==> src/rtl/load_store_unit.sv <==
`default_nettype none
// +----------------------------------------------------------------------------+
// | Module  : load_store_unit                                                  |
// | Brief   : Data-memory initiator for RV32I loads/stores with alignment and  |
// |           range checking, read-modify-write for sub-word stores.           |
// | Rev     : 1.0                                                              |
// +----------------------------------------------------------------------------+
module load_store_unit #(
    parameter int MEM_DEPTH = 1024
) (
    input  logic        clock,
    input  logic        reset,
    input  logic        req_valid,
    output logic        req_ready,
    input  logic        req_is_store,
    input  logic [2:0]  req_funct3,
    input  logic [31:0] req_address,
    input  logic [31:0] req_store_data,
    output logic        resp_valid,
    output logic [31:0] resp_load_data,
    output logic        resp_error,
    output logic        mem_read_enable,
    output logic        mem_write_enable,
    output logic [31:0] mem_address,
    output logic [31:0] mem_write_data,
    input  logic [31:0] mem_read_data
);

    typedef enum logic [1:0] {
        S_IDLE  = 2'd0,
        S_READ  = 2'd1,
        S_WRITE = 2'd2,
        S_RESP  = 2'd3
    } state_t;

    state_t      r_state;
    logic        r_is_store;
    logic [2:0]  r_funct3;
    logic [1:0]  r_lane;
    logic [15:0] r_sdata;
    logic        r_ready;
    logic        r_mem_re;
    logic        r_mem_we;
    logic [31:0] r_mem_addr;
    logic [31:0] r_mem_wdata;
    logic        r_resp_valid;
    logic        r_resp_error;
    logic [31:0] r_resp_data;
    logic        w_illegal;

    always_comb begin
        w_illegal = 1'b0;
        case (req_funct3)
            3'b000:  w_illegal = 1'b0;
            3'b001:  w_illegal = req_address[0];
            3'b010:  w_illegal = |req_address[1:0];
            3'b100:  w_illegal = req_is_store;
            3'b101:  w_illegal = req_is_store | req_address[0];
            default: w_illegal = 1'b1;
        endcase
        if ({2'b00, req_address[31:2]} >= $unsigned(MEM_DEPTH)) begin
            w_illegal = 1'b1;
        end
    end

    function automatic logic [31:0] f_extract(input logic [31:0] w, input logic [2:0] f3,
                                              input logic [1:0] lane);
        logic [7:0]  b;
        logic [15:0] h;
        logic [31:0] res;
        b = w[{lane, 3'b000} +: 8];
        h = w[{lane[1], 4'b0000} +: 16];
        case (f3)
            3'b000:  res = {{24{b[7]}}, b};
            3'b001:  res = {{16{h[15]}}, h};
            3'b100:  res = {24'h0, b};
            3'b101:  res = {16'h0, h};
            default: res = w;
        endcase
        return res;
    endfunction

    function automatic logic [31:0] f_merge(input logic [31:0] w, input logic half,
                                            input logic [1:0] lane, input logic [15:0] d);
        logic [31:0] m;
        m = w;
        if (half) begin
            m[{lane[1], 4'b0000} +: 16] = d;
        end else begin
            m[{lane, 3'b000} +: 8] = d[7:0];
        end
        return m;
    endfunction

    // All outputs are registered; the async reset clears them at once, which
    // also withdraws a pending write before the next edge.
    always_ff @(posedge clock or posedge reset) begin
        if (reset) begin
            r_state      <= S_IDLE;
            r_is_store   <= 1'b0;
            r_funct3     <= 3'b000;
            r_lane       <= 2'b00;
            r_sdata      <= 16'h0;
            r_ready      <= 1'b1;
            r_mem_re     <= 1'b0;
            r_mem_we     <= 1'b0;
            r_mem_addr   <= 32'h0;
            r_mem_wdata  <= 32'h0;
            r_resp_valid <= 1'b0;
            r_resp_error <= 1'b0;
            r_resp_data  <= 32'h0;
        end else begin
            case (r_state)
                S_IDLE: begin
                    if (req_valid) begin
                        r_is_store <= req_is_store;
                        r_funct3   <= req_funct3;
                        r_lane     <= req_address[1:0];
                        r_sdata    <= req_store_data[15:0];
                        r_ready    <= 1'b0;
                        if (w_illegal) begin
                            r_state      <= S_RESP;
                            r_resp_valid <= 1'b1;
                            r_resp_error <= 1'b1;
                        end else begin
                            r_mem_addr <= {2'b00, req_address[31:2]};
                            if (req_is_store && (req_funct3 == 3'b010)) begin
                                r_state     <= S_WRITE;
                                r_mem_we    <= 1'b1;
                                r_mem_wdata <= req_store_data;
                            end else begin
                                r_state  <= S_READ;
                                r_mem_re <= 1'b1;
                            end
                        end
                    end
                end
                S_READ: begin
                    r_mem_re <= 1'b0;
                    if (r_is_store) begin
                        r_state     <= S_WRITE;
                        r_mem_we    <= 1'b1;
                        r_mem_wdata <= f_merge(mem_read_data, r_funct3[0], r_lane, r_sdata);
                    end else begin
                        r_state      <= S_RESP;
                        r_mem_addr   <= 32'h0;
                        r_resp_valid <= 1'b1;
                        r_resp_data  <= f_extract(mem_read_data, r_funct3, r_lane);
                    end
                end
                S_WRITE: begin
                    r_state      <= S_RESP;
                    r_mem_we     <= 1'b0;
                    r_mem_addr   <= 32'h0;
                    r_mem_wdata  <= 32'h0;
                    r_resp_valid <= 1'b1;
                end
                default: begin
                    r_state      <= S_IDLE;
                    r_resp_valid <= 1'b0;
                    r_resp_error <= 1'b0;
                    r_resp_data  <= 32'h0;
                    r_ready      <= 1'b1;
                end
            endcase
        end
    end

    assign req_ready        = r_ready;
    assign resp_valid       = r_resp_valid;
    assign resp_load_data   = r_resp_data;
    assign resp_error       = r_resp_error;
    assign mem_read_enable  = r_mem_re;
    assign mem_write_enable = r_mem_we;
    assign mem_address      = r_mem_addr;
    assign mem_write_data   = r_mem_wdata;

endmodule
`default_nettype wire

==> config.mk <==
export PLATFORM = sky130hd
export DESIGN_NAME = load_store_unit
export DESIGN_NICKNAME = d
export VERILOG_FILES = /design/src/rtl/load_store_unit.sv
export SDC_FILE = /design/constraint.sdc
export NUM_CORES = 1
export LEC_CHECK = 0
export ABC_AREA = 0
export CORE_MARGIN = 4
export CORE_UTILIZATION = 50
export CTS_CLUSTER_DIAMETER = 120
export DETAILED_ROUTE_END_ITERATION = 16
export HOLD_SLACK_MARGIN = 0.03
export PLACE_DENSITY = 0.84
export REMOVE_ABC_BUFFERS = 1
export SYNTH_ARGS = -nofsm -noshare
export SYNTH_HDL_FRONTEND = slang
export SYNTH_SLANG_ARGS = --single-unit
export TNS_END_PERCENT = 50
==> constraint.sdc <==
create_clock -name clock -period 9.05 [get_ports clock]
set_input_delay 1.81 -clock clock [delete_from_list [all_inputs] [get_ports clock]]
set_output_delay 1.81 -clock clock [all_outputs]
set_load 0.01 [all_outputs]
## Yosys cells after proc, flatten, opt, wreduce, memory -nomap -nowiden

Cells that the tools add are included.

| word-level totals | value |
|---|---|
| bits in registers | 125 |
| latch bits | 0 |
| bits in writable memories | 0 |
| ROM bits | 0 |
| bits of input ports | 103 |
| output and inout port bits | 101 |
| logic and storage cells | 96 |
| memories | 0 |

| operators by class | value |
|---|---|
| $add $sub $neg | 2 |
| $mul | 0 |
| div/mod/pow operators | 0 |
| order comparisons | 1 |
| equal/unequal tests | 16 |
| shifts and indexed selects | 6 |
| mux-type cells | 38 |
| bitwise logic cells | 3 |
| reductions and logical operators | 17 |

Operator list:

| kind | count |
|---|---|
| $mux 32 | 9 |
| $pmux 32 s3 | 2 |
| $pmux 32 s4 | 1 |
| $bwmux 32 | 2 |
| $pmux 32 s2 | 1 |
| $shift 16x7->32 const A | 1 |
| $shift 8x7->32 const A | 1 |
| $shiftx 16x7->32 | 1 |
| $shiftx 32x6->16 | 1 |
| $shiftx 32x6->8 | 1 |
| $shiftx 8x7->32 | 1 |
| $ge 30x11->1 const B | 1 |
| $ne 2x2->1 const B | 7 |
| $neg 5->7 | 2 |
| $mux 1 | 13 |
| $eq 3x3->1 const B | 4 |
| $reduce_and 4->1 | 2 |
| $eq 3x1->1 const B | 2 |
| $logic_not 3->1 | 2 |
| $mux 2 | 3 |
| $pmux 1 s2 | 3 |
| $pmux 1 s3 | 2 |
| $pmux 2 s3 | 1 |
| $reduce_and 2->1 | 3 |
| other kinds (13) | 17 |

## Logic depth before layout (Yosys ltp)

Gate-level depths: netlist of run 1.

| depth | value |
|---|---|
| depth in word-level cells | 6 |
| depth in mapped cells | 8 |
| mapped depth without buffers | 7 |

## Worst setup path before layout of run 1

Ideal clock, no wire load.

| path | value |
|---|---|
| kind | input port to flip-flop |
| start point | input req_address[12] |
| end point | register r_mem_wdata[18] (netlist: mem_write_data[18]) |
| setup time | 0.125 ns |
| arrival | 3.579 ns |
| data required time | 8.925 ns |
| setup slack | 5.347 ns |
| stages | 6 |
| path buffers | 1 |
| path through | or4_1 -> a311oi_2 -> nand4_1 -> o21ai_2 -> buf_4 -> mux2_2 |

| between the ends | value |
|---|---|
| cells in the longest elaborated chain, start to end | 4 |

RTL lines:

| what | line | text |
|---|---|---|
| start, declared | 17 | `input logic [31:0] req_address,` |
| $ge 30x11->1 | 61 | `if ({2'b00, req_address[31:2]} >= $unsigned(MEM_DEPTH)) begin` |
| $mux 1 | 61 |  |
| $ne 2x2->1 (no line) | -- |  |
| $reduce_and 5->1 (no line) | -- |  |
| end signal, assigned | 130 | `r_mem_wdata <= req_store_data;` |
| end signal, assigned | 143 | `r_mem_wdata <= f_merge(mem_read_data, r_funct3[0], r_lane, r_sdata);` |
| end, declared | 45 | `logic [31:0] r_mem_wdata;` |

Every way passes these cells.
A chain may end at the register's enable or synchronous reset.

## Worst setup path after layout of run 1

| path | value |
|---|---|
| start point | input req_address[12] |
| end point | register r_mem_wdata[21] (netlist: mem_write_data[21]) |

Same word-level chain as after synthesis.

==> results of run 1 <==
[sequential cells by signal, summed over array words and instances, names as in the netlist]
signal            cells
mem_address          30
mem_read_enable       1
mem_write_data       32
mem_write_enable      1
r_funct3              3
r_is_store            1
r_lane                2
r_sdata              16
r_state               2
req_ready             1
resp_error            1
resp_load_data       32
resp_valid            1
[per-stage QoR]
step / total power, uW / hold WS [ns] / instances / area (um2)
after global routing: 3990 / 0.516 / 974 / 9540
after CTS: 3770 / 0.493 / 974 / 9540
after detailed placement: 3050 / 0.480 / 942 / 8930
after floorplan: 2240 / 0.486 / 557 / 6620
final: 3780 / 0.492 / 974 / 9540
after global placement: 2980 / 0.462 / 942 / 8930
[metal layers]
metal / part of all wire / routed length, um
met5: 0 / 0
met4: 0.030 / 633
met3: 0.10 / 2170
met2: 0.47 / 9900
met1: 0.39 / 8190
[worst max-delay path by stage]
| stage | startpoint | end | slack, ns | cells after the start |
|---|---|---|---|---|
| 3_5_place_dp | req_address[12] | mem_write_data[5] | 4.26 | 6 |
| 4_1_cts | req_address[12] | mem_write_data[5] | 4.71 | 6 |
| 5_1_grt | req_address[12] | mem_write_data[20] | 4.57 | 6 |
| 3_3_place_gp | req_address[12] | mem_write_data[29] | 4.32 | 6 |
| 2_1_floorplan | reset | mem_address[0] | 3.97 | 1 |
| 6_report | req_address[12] | mem_write_data[21] | 4.68 | 6 |
[power by group]
part	internal [uW]	switching, uW	total (uW)
clock	460	244	704
combinational	1050	975	2020
sequential	809	242	1050
total	2310	1460	3780
[final cells by class]
| cell class | count | area (um2) |
|---|---|---|
| Fill cell | 935 | 3750 |
| Clock inverter | 8 | 118 |
| Timing Repair Buffer | 209 | 2070 |
| Sequential cell | 123 | 3080 |
| Tap cell | 176 | 220 |
| Multi-Input combinational cell | 419 | 3500 |
| Inverter | 15 | 58.8 |
| Clock buffer | 24 | 492 |
[cell usage after synthesis (5+ instances only)]
cell type	count
nand3_1	5
o21ai_0	27
clkbuf_1	34
o22ai_1	7
nor2b_1	13
ha_1	9
a22o_1	68
nand2_1	21
nor2_1	5
mux2i_1	51
mux2_2	56
a221o_1	39
a21oi_1	37
inv_1	11
mux2_4	10
a32o_1	9
dfrtp_1	122
nand2b_1	25
[worst reg2reg max path: stages, from the launching register on]
cell	delay [ns]
dfrtp_2	0.52
buf_4	0.59
ha_1	0.29
clkinv_1	0.37
nor4_2	1.06
a221o_1	0.33
a22o_1	0.14
mux2_2	0.14
[cell families (layout without fill, tap and decap cells)]
family                     after synthesis  in the layout  share of synthesized area
DFF                                    123            123                      0.451
buffers and inverters                   63            256                     0.0408
muxes                                  117            117                      0.189
AOI/OAI and AO/OA                      200            200                      0.229
and+or+nand+nor                         91             91                     0.0732
other                                    1              2                   0.000549
adders and majority gates                9              9                     0.0165
==> flow_summary.yaml, run 1 <==
synthesis:
  yosys_most_used_dff: "dfrtp_1"
  synth_cells: 604
  ys_seq_area_frac: 0.451
  synth_top_cell_area_share: 0.447
  ys_top_cells_by_area: "dfrtp_1 45%, mux2_2 9.2%, a22o_1 8.7%, mux2i_1 7.5%, a221o_1 5.7%"
  syn_avg_cell_area_um2: 11.3
  async_reset_ff_frac: 1.00
  synth_edf_count: 0
  ys_ff_latch: 123
  syn-cell-area_mm2: 0.00683
  yosys.area.top_type: "dfrtp_1"
  ys_types: 46
  yosysWarnings: 0
sta:
  tns_ns: 0
  rsz0062_at_grt: "no"
  max_freq_mhz: 229
  worstMarginPinSlew_ns: 1.24
  skew_ns: 0.00984
  worst_slack_ns: 4.68
  period_needed_ns: 4.37
  period_share: 0.483
  setup_viol: 0
  slew_headroom: 0.170
  slew_violations: 0
  hold_violations: 0
cts:
  clkTransAtPathRegs_ns: 0.06
  clock_latency_ns: 0.42
  cts_resized: 0
  cts_max_level: 4
  cts-root-buf: "clkbuf_16"
  cts-buffers-inserted: 17
  cts_tree: "yes"
  holdBufCountCts: 0
  cts.path.max_buffers: 2
  post-cts-setup-buffers: 0
  cts.sinks: 123
finish:
  drive_gt1_frac: 0.145
  num_antenna_cells: 0
  area_growth_pct: 39.6
  fin_nets: 897
  layout_commonest_cell: "clkdlybuf4s50_1"
  utilization: 0.718
  layout_common_cells: "201 x clkdlybuf4s50_1, 120 x dfrtp_1, 68 x a22o_1"
grt:
  use_met1: 0.325
  grt_pass1_wl_um: 33300
  met3_usage: 0.0961
  grt_max_degree: 72
  top_usage_layer: "met2"
  grt_remaining_overflow: 0
  grt_use_total: 0.266
  antenna_found_initial: 0
  grt_pass1_vias: 6331
  grtUsageMet2: 0.426
setup_path:
  crit_type: "primary input to flop"
  cp_top_family: "compound AO/OA/AOI/OAI gates"
  cpMaxStageDelayCell: "o21ai_4"
  rr_endpoint: "mem_write_data[25]"
  ff2ff_path_depth: 7
  crit_path_max_incr_delay_ns: 0.87
  worstPathCellList: "clkdlybuf4s50_1 -> or4_1 -> a311oi_2 -> nand4_1 -> o21ai_4 -> mux2_2"
  rrSetupSlack_ns: 5.55
  worst-path-buf-inv: 1
  rr_startpoint: "r_lane[1]"
  crit_required_ns: 9.35
  arrival_ns: 4.67
  crit_path_start_kind: "primary input"
  path_max_fanout: 33
  crit_path_end_kind: "flop"
floorplanning:
  die-area_mm2: 0.0156
  rows: 42
  io-pin-count: 204
  core-area_mm2: 0.0133
  start_util: 0.514
  fp.dieH_um: 125
  die_w_um: 125
place:
  place.gp.congestion: 0.862
  port_buffers: 201
  dp_hpwl_um: 14400
  dp_slack_ns: 4.26
min_path:
  hp-class: "flop to flop"
  hp-start: "resp_load_data[8]"
  holdPathEnd: "resp_load_data[8]"
  holdPathStages: 1
drt:
  avgRoutedWirePerCell_um: 21.5
  ant_nets: 0
  drc: 0
  drtIter0Drc: 543
  drtPass1Iterations: 5
  wl_um: 20900
  via_per_inst: 6.29
  num_vias: 6129
job:
  drv_cap: 0
pwr:
  ir_worst_vdd_mv: 0.251
  p_per_area_mw_per_mm2: 396
  power.leakage_uw: 0.00411
run_status:
  outcome: "finished, final reports clean"
Power figures use the tool's default switching activity.
==> inputs of run 2 (changes only) <==
CORE_UTILIZATION = 48   (was 50)
PLACE_DENSITY = 0.81   (was 0.84)
clock period = 4.4 ns   (was 9.05 ns; I/O delays follow)
==> flow_summary.yaml, run 2 (same netlist as run 1, synthesis figures left out) <==
cts:
  clkTransAtPathRegs_ns: 0.05
  cts_resized: 0
  cts_tree: "yes"
  post-cts-setup-buffers: 0
  cts_max_level: 4
  cts.sinks: 123
  clock_latency_ns: 0.42
  holdBufCountCts: 0
  cts-root-buf: "clkbuf_16"
  cts-buffers-inserted: 17
  cts.path.max_buffers: 2
grt:
  grt_max_degree: 72
  grt_use_total: 0.258
  antenna_found_initial: 0
  grt_pass1_wl_um: 33000
  grt_pass1_vias: 6105
  grt_remaining_overflow: 0
drt:
  routed-wl-met3_um: 2010
  drtPass1Iterations: 5
  avgRoutedWirePerCell_um: 21.4
  drtIter0Drc: 567
  ant_nets: 0
  wl_um: 21000
  drc: 0
  wl_met2_um: 9960
  dr.max_layer_used: "met4"
  num_vias: 6015
  wl_met1_um: 8680
  via_per_inst: 6.14
setup_path:
  crit_path_start_kind: "primary input"
  crit_type: "primary input to flop"
  rrSetupSlack_ns: 1.27
  arrival_ns: 3.51
  crit_path_end_kind: "flop"
  crit_required_ns: 4.70
  path_max_fanout: 20
job:
  drv_cap: 0
finish:
  n_fill_cell: 999
  drive_gt1_frac: 0.145
  multi_input_area_mm2: 0.00349
  ff_latch_area_mm2: 0.00308
  layout_commonest_cell: "clkdlybuf4s50_1"
  layout_common_cells: "201 x clkdlybuf4s50_1, 120 x dfrtp_1, 68 x a22o_1"
  fin_nets: 898
  num_antenna_cells: 0
  area_growth_pct: 39.3
floorplanning:
  io-pin-count: 204
  core-area_mm2: 0.0139
  die-area_mm2: 0.0162
  start_util: 0.490
  rows: 43
  die_w_um: 127
  fp.dieH_um: 127
sta:
  slew_headroom: 0.0953
  skew_ns: 0.00637
  hold_violations: 0
  setup_viol: 0
  worstMarginPinSlew_ns: 1.35
  rsz0062_at_grt: "no"
  worst_slack_ns: 1.18
  period_share: 0.731
  period_needed_ns: 3.22
  tns_ns: 0
  slew_violations: 0
  max_freq_mhz: 311
pwr:
  p_per_area_mw_per_mm2: 804
  ir_worst_vdd_mv: 0.453
  power.leakage_uw: 0.00410
place:
  dp_slack_ns: 0.729
  place.gp.congestion: 0.841
  dp_hpwl_um: 14500
  port_buffers: 201
min_path:
  hp-class: "flop to flop"
run_status:
  outcome: "finished, final reports clean"
-- run 2: final cells by class --
| class | instances | area share |
|---|---|---|
| clock inverter | 8 | 0.00709 |
| inverter | 15 | 0.00618 |
| multi-input combinational | 419 | 0.367 |
| timing repair buffer | 210 | 0.221 |
| clock buffer | 24 | 0.0516 |
| sequential | 123 | 0.324 |
| tap | 180 | 0.0236 |
-- run 2: layer usage --
metal  GRT usage  vias to the layer above
met3      0.0794                       34
met5           0                        -
li1            -                     2700
met1       0.331                     2946
met2       0.418                      335
met4      0.0820                        0
-- run 2: final timing paths --
check | start | endpoint | cells past startpoint
min reg2reg | resp_load_data[1] | resp_load_data[1] | 2
min | resp_load_data[1] | resp_load_data[1] | 2
min in group asynchronous | reset | mem_write_data[12] | 2
max reg2reg | r_state[1] | mem_write_data[22] | 7
max in group asynchronous | reset | resp_load_data[27] | 3
max | req_address[16] | mem_write_data[22] | 7
-- run 2: per-stage QoR --
| stage | hold slack [ns] | total power, uW | instances | instance area (um2) | utilization |
|---|---|---|---|---|---|
| after floorplan | 0.486 | 4600 | 557 | 6620 | - |
| after global placement | 0.460 | 6160 | 947 | 8960 | 0.643 |
| after detailed placement | 0.461 | 6310 | 947 | 8960 | 0.643 |
| after CTS | 0.483 | 7660 | 979 | 9520 | 0.683 |
| after global routing | 0.510 | 8090 | 979 | 9520 | 0.683 |
| final | 0.487 | 7650 | 979 | 9520 | 0.683 |
-- run 2: where the power goes --
part,total [uW],switching (uW),internal (uW)
Combinational,4120,1950,2170
Sequential,2220,552,1660
Clock,1320,492,830
-- run 2: worst max-delay path: stages --
cell and delay [ns]:
clkdlybuf4s50_1 0.43, or4_1 0.55, a311oi_2 0.36, nand4_1 0.21
o21ai_4 0.47, buf_12 0.24, mux2_2 0.35
